$ cat config.mk
export PLATFORM = sky130hd
export DESIGN_NAME = serial_adder
export DESIGN_NICKNAME = d
export VERILOG_FILES = /design/src/rtl/serial_adder.sv
export SDC_FILE = /design/constraint.sdc
export NUM_CORES = 1
export LEC_CHECK = 0
export BUFFER_PORTS_ARGS = -buffer_cell sky130_fd_sc_hd__buf_4
export CORE_MARGIN = 3
export CORE_UTILIZATION = 55
export CTS_BUF_LIST = sky130_fd_sc_hd__clkbuf_4 sky130_fd_sc_hd__clkbuf_8
export CTS_CLUSTER_SIZE = 14
export DETAILED_ROUTE_END_ITERATION = 10
export GPL_ROUTABILITY_DRIVEN = 1
export PLACE_DENSITY = 0.79
export SLEW_MARGIN = 25
export SYNTH_ARGS = -nofsm -noshare
export SYNTH_HDL_FRONTEND = slang
export SYNTH_SLANG_ARGS = --single-unit
$ cat constraint.sdc
create_clock -name clk -period 3.4 [get_ports clk]
set_input_delay 0.17 -clock clk [delete_from_list [all_inputs] [get_ports clk]]
set_output_delay 0.17 -clock clk [all_outputs]
set_load 0.05 [all_outputs]
$ cat src/rtl/serial_adder.sv
// Bit-serial adder/subtractor: one full adder processes one operand bit per
// clock, LSB first, with the result, carry-out and signed overflow registered at completion.
module serial_adder #(
   parameter int WIDTH  = 8,
   parameter bit SUB_EN = 1'b1
) (
   input  logic             clk,
   input  logic             rst_n,
   input  logic             start,
   input  logic [WIDTH-1:0] a,
   input  logic [WIDTH-1:0] b,
   input  logic             c_in,
   input  logic             sub,
   output logic             busy,
   output logic             done,
   output logic [WIDTH-1:0] sum,
   output logic             c_out,
   output logic             ovf
);

   localparam int CW = (WIDTH > 1) ? $clog2(WIDTH) : 1;

   typedef enum logic [0:0] {
      IDLE = 1'b0,
      RUN  = 1'b1
   } state_t;

   state_t           state_r;
   state_t           state_s;
   logic [CW-1:0]    cnt_r;
   logic [WIDTH-1:0] a_sh_r;
   logic [WIDTH-1:0] b_sh_r;
   logic [WIDTH-1:0] res_sh_r;
   logic [WIDTH-1:0] res_next_s;
   logic             carry_r;
   logic             bit_sum_s;
   logic             bit_co_s;
   logic             last_s;
   logic             load_s;
   logic             step_s;
   logic             finish_s;
   logic             sub_eff_s;

   // Single-bit full adder: returns {carry_out, sum}.
   function automatic logic [1:0] full_add(input logic x, input logic y, input logic ci);
      return {(x & y) | (x & ci) | (y & ci), x ^ y ^ ci};
   endfunction

   // Bit-slice datapath: current bit sum/carry and the shifted result.
   always_comb begin
      sub_eff_s             = sub & SUB_EN;
      {bit_co_s, bit_sum_s} = full_add(a_sh_r[0], b_sh_r[0], carry_r);
      res_next_s            = res_sh_r >> 1'b1;
      res_next_s[WIDTH-1]   = bit_sum_s;
      last_s                = (cnt_r == CW'(WIDTH - 1));
   end

   // Next-state logic; the completing edge may also accept a new start so
   // back-to-back operations run without a gap.
   always_comb begin
      state_s  = state_r;
      load_s   = 1'b0;
      step_s   = 1'b0;
      finish_s = 1'b0;
      case (state_r)
         IDLE: begin
            if (start) begin
               load_s  = 1'b1;
               state_s = RUN;
            end else begin
               state_s = IDLE;
            end
         end
         RUN: begin
            step_s = 1'b1;
            if (last_s) begin
               finish_s = 1'b1;
               if (start) begin
                  load_s  = 1'b1;
                  state_s = RUN;
               end else begin
                  state_s = IDLE;
               end
            end else begin
               state_s = RUN;
            end
         end
         default: state_s = IDLE;
      endcase
   end

   // FSM state register.
   always_ff @(posedge clk or negedge rst_n) begin
      if (!rst_n) begin
         state_r <= IDLE;
      end else begin
         state_r <= state_s;
      end
   end

   // Operand shift registers, carry and bit counter; subtract folds into ~b and inverted carry-in.
   always_ff @(posedge clk or negedge rst_n) begin
      if (!rst_n) begin
         a_sh_r   <= '0;
         b_sh_r   <= '0;
         res_sh_r <= '0;
         carry_r  <= 1'b0;
         cnt_r    <= '0;
      end else begin
         if (load_s) begin
            a_sh_r  <= a;
            b_sh_r  <= sub_eff_s ? ~b : b;
            carry_r <= c_in ^ sub_eff_s;
            cnt_r   <= '0;
         end else if (step_s) begin
            a_sh_r  <= a_sh_r >> 1'b1;
            b_sh_r  <= b_sh_r >> 1'b1;
            carry_r <= bit_co_s;
            cnt_r   <= cnt_r + CW'(1'b1);
         end else begin
            a_sh_r  <= a_sh_r;
            b_sh_r  <= b_sh_r;
            carry_r <= carry_r;
            cnt_r   <= cnt_r;
         end
         if (step_s) begin
            res_sh_r <= res_next_s;
         end else begin
            res_sh_r <= res_sh_r;
         end
      end
   end

   // Result and status outputs; overflow is carry-into-MSB xor carry-out-of-MSB.
   always_ff @(posedge clk or negedge rst_n) begin
      if (!rst_n) begin
         sum   <= '0;
         c_out <= 1'b0;
         ovf   <= 1'b0;
         done  <= 1'b0;
         busy  <= 1'b0;
      end else begin
         if (finish_s) begin
            sum   <= res_next_s;
            c_out <= bit_co_s;
            ovf   <= carry_r ^ bit_co_s;
         end else begin
            sum   <= sum;
            c_out <= c_out;
            ovf   <= ovf;
         end
         done <= finish_s;
         busy <= (state_s == RUN);
      end
   end

endmodule

==> results of run 1 <==
## area by class of cell
class                      instances  area share (%)
timing repair buffer              33           12.51
multi-input combinational         83           31.83
tap                               31           1.939
inverter                          11           2.064
clock buffer                       7           2.627
clock inverter                     1          0.2502
sequential                        39           48.78
## worst max-delay path by stage
stage	startpoint	to	cells after the start
final	cnt_r[0]	b_sh_r[4]	5
after global routing	cnt_r[0]	b_sh_r[3]	5
after CTS	cnt_r[0]	b_sh_r[4]	5
after detailed placement	cnt_r[0]	sum[4]	4
after global placement	busy	b_sh_r[1]	3
after floorplan	cnt_r[0]	c_out	5
## flip-flops by register name, summed over array words and instances (netlist names)
signal / flops
a_sh_r: 8
ovf: 1
done: 1
cnt_r: 3
res_sh_r: 7
sum: 8
busy: 1
b_sh_r: 8
carry_r: 1
c_out: 1
## logic make-up (layout without fill, tap and decap cells)
group	count (synthesis)	count (layout)	share of synthesized area, %
mux	17	17	11.22
flops	39	39	57.18
xor+xnor	10	10	5.132
simple gates	22	22	5.572
buf+inv	18	52	5.645
compound gates	31	31	12.61
fa+ha+maj	3	3	2.639
## power breakdown
part	switching (mW)	internal, mW
clock	0.138	0.0967
sequential	0.141	0.690
combinational	0.542	0.402
## cells in the final DEF (no fill, tap or decap), types with 2 or more instances in the layout
| cell | instances |
|---|---|
| sky130_fd_sc_hd__xor2_1 | 2 |
| sky130_fd_sc_hd__nor2_1 | 13 |
| sky130_fd_sc_hd__ha_1 | 2 |
| sky130_fd_sc_hd__nor2b_2 | 2 |
| sky130_fd_sc_hd__or2_2 | 2 |
| sky130_fd_sc_hd__inv_1 | 11 |
| sky130_fd_sc_hd__o22ai_1 | 8 |
| sky130_fd_sc_hd__mux2_2 | 17 |
| sky130_fd_sc_hd__clkbuf_4 | 7 |
| sky130_fd_sc_hd__a22o_1 | 2 |
| sky130_fd_sc_hd__a21oi_1 | 8 |
| sky130_fd_sc_hd__nand2_1 | 5 |
| sky130_fd_sc_hd__dfrtp_1 | 39 |
| sky130_fd_sc_hd__buf_4 | 32 |
| sky130_fd_sc_hd__o21ai_0 | 3 |
| sky130_fd_sc_hd__a211oi_1 | 3 |
| sky130_fd_sc_hd__a211oi_2 | 2 |
| sky130_fd_sc_hd__xnor2_1 | 8 |
## cell usage after synthesis
cell | number | area share (%)
sky130_fd_sc_hd__buf_6 | 2 | 1.3
sky130_fd_sc_hd__xnor2_1 | 8 | 4.1
sky130_fd_sc_hd__a221oi_1 | 1 | 0.51
sky130_fd_sc_hd__a22o_1 | 2 | 1.0
sky130_fd_sc_hd__a21oi_1 | 8 | 2.3
sky130_fd_sc_hd__nor2b_2 | 1 | 0.51
sky130_fd_sc_hd__nand2_1 | 5 | 1.1
sky130_fd_sc_hd__mux2_2 | 17 | 11
sky130_fd_sc_hd__a211oi_1 | 3 | 1.3
sky130_fd_sc_hd__nor2_1 | 13 | 2.9
sky130_fd_sc_hd__o22ai_1 | 8 | 2.9
sky130_fd_sc_hd__nor2b_1 | 1 | 0.37
sky130_fd_sc_hd__o32ai_1 | 1 | 0.51
sky130_fd_sc_hd__o21ai_0 | 3 | 0.88
sky130_fd_sc_hd__a221o_1 | 1 | 0.59
sky130_fd_sc_hd__ha_1 | 2 | 1.5
sky130_fd_sc_hd__a211oi_2 | 2 | 1.5
sky130_fd_sc_hd__xor2_1 | 2 | 1.0
sky130_fd_sc_hd__inv_1 | 11 | 2.4
sky130_fd_sc_hd__a21boi_0 | 1 | 0.44
sky130_fd_sc_hd__dfrtp_1 | 39 | 57
sky130_fd_sc_hd__fa_1 | 1 | 1.2
sky130_fd_sc_hd__or2_2 | 2 | 0.73
sky130_fd_sc_hd__a21bo_1 | 1 | 0.59
sky130_fd_sc_hd__buf_4 | 3 | 1.3
sky130_fd_sc_hd__buf_2 | 2 | 0.59
## metrics by stage
step	utilization, %	cell area [um2]	instances	power, mW
5_1_grt	70.13	2001	205	2.160
3_5_place_dp	67.76	1933	196	1.796
2_1_floorplan	-	1707	140	1.552
4_1_cts	70.13	2001	205	2.032
6_report	70.13	2001	205	2.010
3_3_place_gp	67.68	1931	196	1.741
## critical path, stage by stage (launching register included)
cell and delay (ns):
sky130_fd_sc_hd__dfrtp_1 0.38, sky130_fd_sc_hd__ha_1 0.17, sky130_fd_sc_hd__ha_1 0.26, sky130_fd_sc_hd__nor2b_2 0.08
sky130_fd_sc_hd__nor2b_2 0.55, sky130_fd_sc_hd__a211oi_1 0.17
## metal layers
metal  part of all wire [%]  track usage, %  wire length (um)
met5                      0               0                 0
met4                    1.1           7.273                33
met3                    4.1           4.959               118
met2                     53           31.99              1516
met1                     42           20.00              1206
==> insert_results.sql, run 1 <==
INSERT INTO impl_metrics (metric_group, metric, value, unit) VALUES
('synthesis', 'syn_inst', '140', ''),
('cells_and_area', 'num_antenna_cells', '0', ''),
('min_path', 'holdPathEnd', 'cnt_r[2]', ''),
('floorplan', 'initial_utilization', '59.82', '%'),
('floorplan', 'ios', '33', ''),
('cells_and_area', 'drive_above_1_share', '36.21', '%'),
('power_and_ir_drop', 'peakVddDrop', '0.4727', 'mV'),
('worst_setup_path', 'worstSetupStartpointType', 'flop', ''),
('grt', 'grt_max_degree', '40', ''),
('cells_and_area', 'multiInputGateArea', '636.9', 'um2'),
('clock_tree', 'cts.repair.resized', '0', ''),
('timing', 'min_period_over_period', '51.36', '%'),
('grt', 'global_route_wire_length_before_repair', '4899', 'um'),
('timing', 'timing_hold_violations_final', '0', ''),
('floorplan', 'fp.dieArea', '0.003808', 'mm2'),
('placed_design', 'gpl.final_weighted_congestion', '0.7228', ''),
('floorplan', 'floorplan.core_area', '0.002853', 'mm2'),
('min_path', 'hold-path-cell-count', '2', ''),
('synthesis', 'synthesis.yosys.warnings', '0', ''),
('clock_tree', 'cts_buffers', '5', ''),
('clock_tree', 'numClockSinks', '39', ''),
('routing', 'routedWlPerCell', '14.02', 'um'),
('worst_setup_path', 'worstSetupEndpointType', 'flop', ''),
('synthesis', 'synth.ff_latch_count', '39', ''),
('job', 'timing.max_cap.violations', '0', ''),
('timing', 'finalSetupViolations', '0', ''),
('clock_tree', 'tritoncts', 'built', ''),
('grt', 'grt_use_total', '17.88', '%'),
('clock_tree', 'cts.htree.levels', '2', ''),
('timing', 'post-route-worst-setup-slack', '1.654', 'ns'),
('worst_setup_path', 'r2r.worst_path.cells', '5', ''),
('routing', 'drtPass1Iterations', '4', ''),
('power_and_ir_drop', 'power_per_cell_area', '1005', 'mW/mm2'),
('worst_setup_path', 'endpoint_of_the_most_critical_register_to_register_path', 'b_sh_r[4]', ''),
('grt', 'antenna_found_initial', '0', ''),
('clock_tree', 'post_cts_buffers', '0', ''),
('worst_setup_path', 'worst-endpoint-required', '3.57', 'ns'),
('grt', 'grt_pass1_vias', '1138', ''),
('worst_setup_path', 'r2r-start', 'cnt_r[0]', ''),
('floorplan', 'die_w', '61.71', 'um'),
('clock_tree', 'cts-root-to-sink-buffers', '2', ''),
('clock_tree', 'root_buffer', 'sky130_fd_sc_hd__clkbuf_4', ''),
('routing', 'routed_wl', '2875', 'um'),
('cells_and_area', 'filler_cell_count', '222', ''),
('routing', 'final_antenna_net_count', '0', ''),
('min_path', 'min-delay-path-class', 'in2reg', ''),
('cells_and_area', 'finalNetCount', '197', ''),
('timing', 'clock_skew', '0.006628', 'ns'),
('timing', 'fin_setup_tns', '0', 'ns'),
('synthesis', 'post_synth.cell_area_avg', '12.19', 'um2'),
('clock_tree', 'clk_latency', '0.33', 'ns'),
('timing', 'worst_slew_margin_rel', '55.07', '%'),
('routing', 'drt-initial-drc-count', '52', ''),
('floorplan', 'die_height', '61.71', 'um'),
('worst_setup_path', 'reg2reg_slack', '1.65', 'ns'),
('placed_design', 'dpl_worst_slack', '1.645', 'ns'),
('synthesis', 'synth.lib_cells_used.distinct', '26', ''),
('floorplan', 'row_count', '19', ''),
('timing', 'grt_setup_unrepaired', 'false', ''),
('outcome', 'result_of_the_run', 'finished, final reports clean', ''),
('synthesis', 'synth_sequential_area_ratio', '57.18', '%'),
('timing', 'min_period', '1.746', 'ns'),
('timing', 'fmax', '572.7', 'MHz'),
('synthesis', 'syn_nets', '164', ''),
('grt', 'grt_overflow', '0', ''),
('placed_design', 'port_buffers', '32', ''),
('routing', 'drcViolationCount', '0', ''),
('placed_design', 'dp_hpwl', '2057', 'um'),
('min_path', 'hold_path_startpoint', 'start', ''),
('cells_and_area', 'layout.area.seq', '975.9', 'um2'),
('timing', 'slew_violations', '0', ''),
('clock_tree', 'cts.hold.buffers_added', '1', ''),
('worst_setup_path', 'critPathKind', 'reg2reg', ''),
('worst_setup_path', 'path_max_fanout', '17', ''),
('clock_tree', 'path_clk_slew', '0.11', 'ns'),
('timing', 'holdWs', '0.04839', 'ns'),
('power_and_ir_drop', 'cell_leakage_power', '0.9659', 'nW'),
('routing', 'routed-via-count', '1136', ''),
('cells_and_area', 'flow.area_growth_from_synthesis', '17.23', '%'),
('timing', 'max_slew.worst_pin.slew', '0.6709', 'ns'),
('synthesis', 'syn_area', '0.001707', 'mm2'),
('routing', 'post_drt_via_cell_ratio', '5.541', ''),
('worst_setup_path', 'arrival', '1.92', 'ns');
Note: power is estimated with default switching activity, not from simulation.
==> run 2: changes to the inputs <==
- clock period: 3.4 -> 1.8 ns (I/O delays scaled with it)
==> insert_results.sql, run 2 (synthesized netlist as in run 1, its figures left out) <==
INSERT INTO impl_metrics (metric_group, metric, value, unit) VALUES
('clock_tree', 'cts-root-to-sink-buffers', '2', ''),
('timing', 'finalSetupViolations', '0', ''),
('power_and_ir_drop', 'power_per_cell_area', '1814', 'mW/mm2'),
('routing', 'detailroute.wirelength.met2', '1656', 'um'),
('placed_design', 'placed_cell_area', '0.001963', 'mm2'),
('placed_design', 'dp_hpwl', '2097', 'um'),
('worst_setup_path', 'worstSetupEndpointType', 'flop', ''),
('floorplan', 'fp.dieArea', '0.003808', 'mm2'),
('worst_setup_path', 'critPathKind', 'reg2reg', ''),
('routing', 'routedWlPerCell', '13.75', 'um'),
('clock_tree', 'cts.htree.levels', '2', ''),
('worst_setup_path', 'critical_path.most_common_cell', 'sky130_fd_sc_hd__ha_1', ''),
('timing', 'min_period_over_period', '93.81', '%'),
('worst_setup_path', 'arrival', '1.86', 'ns'),
('worst_setup_path', 'r2r-start', 'cnt_r[0]', ''),
('timing', 'max_slew.worst_pin.slew', '0.7073', 'ns'),
('cells_and_area', 'layout.area.seq', '975.9', 'um2'),
('clock_tree', 'path_clk_slew', '0.10', 'ns'),
('worst_setup_path', 'critPathTopFamily', 'adder cells', ''),
('timing', 'grt_setup_unrepaired', 'false', ''),
('floorplan', 'row_count', '19', ''),
('worst_setup_path', 'path_max_fanout', '16', ''),
('floorplan', 'die_height', '61.71', 'um'),
('cells_and_area', 'num_antenna_cells', '0', ''),
('placed_design', 'port_buffers', '32', ''),
('grt', 'grt_use_total', '18.10', '%'),
('timing', 'worst_slew_margin_rel', '52.64', '%'),
('cells_and_area', 'biggestRegsByFlops', 'a_sh_r (8), b_sh_r (8), sum (8)', ''),
('routing', 'drt-initial-drc-count', '27', ''),
('cells_and_area', 'final_cell_area', '0.002111', 'mm2'),
('worst_setup_path', 'endpoint_of_the_most_critical_register_to_register_path', 'b_sh_r[1]', ''),
('worst_setup_path', 'r2r.worst_path.cells', '6', ''),
('timing', 'timing_hold_violations_final', '0', ''),
('routing', 'drtPass1Iterations', '4', ''),
('routing', 'drcViolationCount', '0', ''),
('cells_and_area', 'finalNetCount', '209', ''),
('routing', 'routed_wl', '2983', 'um'),
('routing', 'routed-via-count', '1168', ''),
('cells_and_area', 'mostFrequentLayoutCells', 'sky130_fd_sc_hd__dfrtp_1, sky130_fd_sc_hd__buf_4, sky130_fd_sc_hd__mux2_2', ''),
('routing', 'routed.top_layer', 'met4', ''),
('floorplan', 'ios', '33', ''),
('cells_and_area', 'flow.area_growth_from_synthesis', '23.68', '%'),
('worst_setup_path', 'worst-endpoint-required', '1.97', 'ns'),
('grt', 'antenna_found_initial', '0', ''),
('grt', 'global_route_wire_length_before_repair', '4961', 'um'),
('floorplan', 'die_w', '61.71', 'um'),
('floorplan', 'floorplan.core_area', '0.002853', 'mm2'),
('routing', 'total_length_of_routed_met3_wires', '133', 'um'),
('cells_and_area', 'drive_above_1_share', '36.02', '%'),
('power_and_ir_drop', 'peakVddDrop', '0.8518', 'mV'),
('power_and_ir_drop', 'power_switching_share', '40.13', '%'),
('cells_and_area', 'final_common_cell', 'sky130_fd_sc_hd__dfrtp_1', ''),
('min_path', 'min-delay-path-class', 'in2reg', ''),
('power_and_ir_drop', 'p_int', '2.292', 'mW'),
('cells_and_area', 'multiInputGateArea', '636.9', 'um2'),
('grt', 'grt_max_degree', '40', ''),
('timing', 'clock_skew', '0.004921', 'ns'),
('clock_tree', 'root_buffer', 'sky130_fd_sc_hd__clkbuf_4', ''),
('power_and_ir_drop', 'power.switching', '1.536', 'mW'),
('power_and_ir_drop', 'clockPowerShare', '11.4', '%'),
('power_and_ir_drop', 'power.sequential.fraction', '39.9', '%'),
('min_path', 'hold-path-cell-count', '3', ''),
('min_path', 'holdPathEnd', 'a_sh_r[0]', ''),
('timing', 'slew_violations', '0', ''),
('clock_tree', 'tritoncts', 'built', ''),
('grt', 'grt_pass1_vias', '1194', ''),
('worst_setup_path', 'reg2reg_slack', '0.11', 'ns'),
('worst_setup_path', 'critical_path.max_stage_delay', '0.39', 'ns'),
('power_and_ir_drop', 'cell_leakage_power', '1.018', 'nW'),
('timing', 'holdWs', '0.02905', 'ns'),
('timing', 'fmax', '592.2', 'MHz'),
('clock_tree', 'cts_buffers', '5', ''),
('timing', 'min_period', '1.689', 'ns'),
('job', 'timing.max_cap.violations', '0', ''),
('outcome', 'result_of_the_run', 'finished, final reports clean', ''),
('worst_setup_path', 'worstSetupStartpointType', 'flop', ''),
('routing', 'wirelength_met1', '1152', 'um'),
('floorplan', 'initial_utilization', '59.82', '%'),
('grt', 'grt_overflow', '0', ''),
('worst_setup_path', 'buf_inv_on_cp', '1', ''),
('routing', 'post_drt_via_cell_ratio', '5.382', ''),
('worst_setup_path', 'path_cells', 'ha_1 -> ha_1 -> buf_4 -> a21bo_1 -> nor2_1 -> a221oi_1', ''),
('clock_tree', 'numClockSinks', '39', ''),
('power_and_ir_drop', 'power_frac_comb', '48.7', '%'),
('cells_and_area', 'filler_cell_count', '214', ''),
('clock_tree', 'clk_latency', '0.32', 'ns'),
('min_path', 'hold_path_startpoint', 'a[0]', ''),
('worst_setup_path', 'slowest_stage', 'sky130_fd_sc_hd__dfrtp_1', ''),
('routing', 'final_antenna_net_count', '0', ''),
('placed_design', 'gpl.final_weighted_congestion', '0.7380', '');
[run 2: what timing repair did]
action,in CTS,in global routing
endpoints found under the hold margin,48,0
buffers inserted,0,0
resized for setup,0,0
hold buffers,9,0
setup endpoints to repair,0,0
[run 2: metal layers]
metal / track usage (%) / vias up
met5: 0 / -
met3: 4.959 / 4
li1: - / 569
met4: 6.364 / 0
met2: 34.53 / 27
met1: 18.78 / 568
[run 2: worst max-delay path by stage]
stage | startpoint | to | slack, ns | depth (start not counted)
CTS | cnt_r[0] | a_sh_r[0] | 0.09 | 6
finish | cnt_r[0] | b_sh_r[1] | 0.11 | 6
floorplan | cnt_r[0] | c_out | 0.23 | 5
global route | cnt_r[1] | b_sh_r[0] | 0.01 | 6
global placement | cnt_r[0] | b_sh_r[1] | -0.11 | 5
detailed placement | cnt_r[0] | a_sh_r[0] | 0.11 | 6
[run 2: cell type report]
| type | instances | share of cell area [%] |
|---|---|---|
| Inverter | 11 | 1.956 |
| Multi-Input combinational cell | 83 | 30.17 |
| Tap cell | 31 | 1.838 |
| Sequential cell | 39 | 46.24 |
| Clock buffer | 7 | 2.490 |
| Clock inverter | 1 | 0.2371 |
| Timing Repair Buffer | 45 | 17.07 |
[run 2: power by group through the flow]
stage               Clock (mW)  Combinational (mW)  Sequential (mW)
floorplan                    0               0.966             1.96
global placement             0                1.79             1.53
detailed placement           0                1.88             1.56
CTS                      0.456                1.89             1.54
global route             0.492                2.04             1.59
finish                   0.435                1.87             1.53
[run 2: stage by stage]
stage	setup TNS (ns)	utilization, %	worst slack (ns)	total power [mW]	std cells
6_report	0	73.99	0.1114	3.828	217
3_3_place_gp	-1.202	68.73	-0.1054	3.326	200
4_1_cts	0	73.99	0.09248	3.886	217
3_5_place_dp	0	68.82	0.1118	3.434	200
2_1_floorplan	0	-	0.2321	2.931	140
5_1_grt	0	73.99	0.01263	4.124	217
[run 2: worst register-to-register path, cell delays in order (launching register included)]
cell and delay (ns):
sky130_fd_sc_hd__dfrtp_1 0.39, sky130_fd_sc_hd__ha_1 0.20, sky130_fd_sc_hd__ha_1 0.21, sky130_fd_sc_hd__buf_4 0.15, sky130_fd_sc_hd__a21bo_1 0.33, sky130_fd_sc_hd__nor2_1 0.19, sky130_fd_sc_hd__a221oi_1 0.06
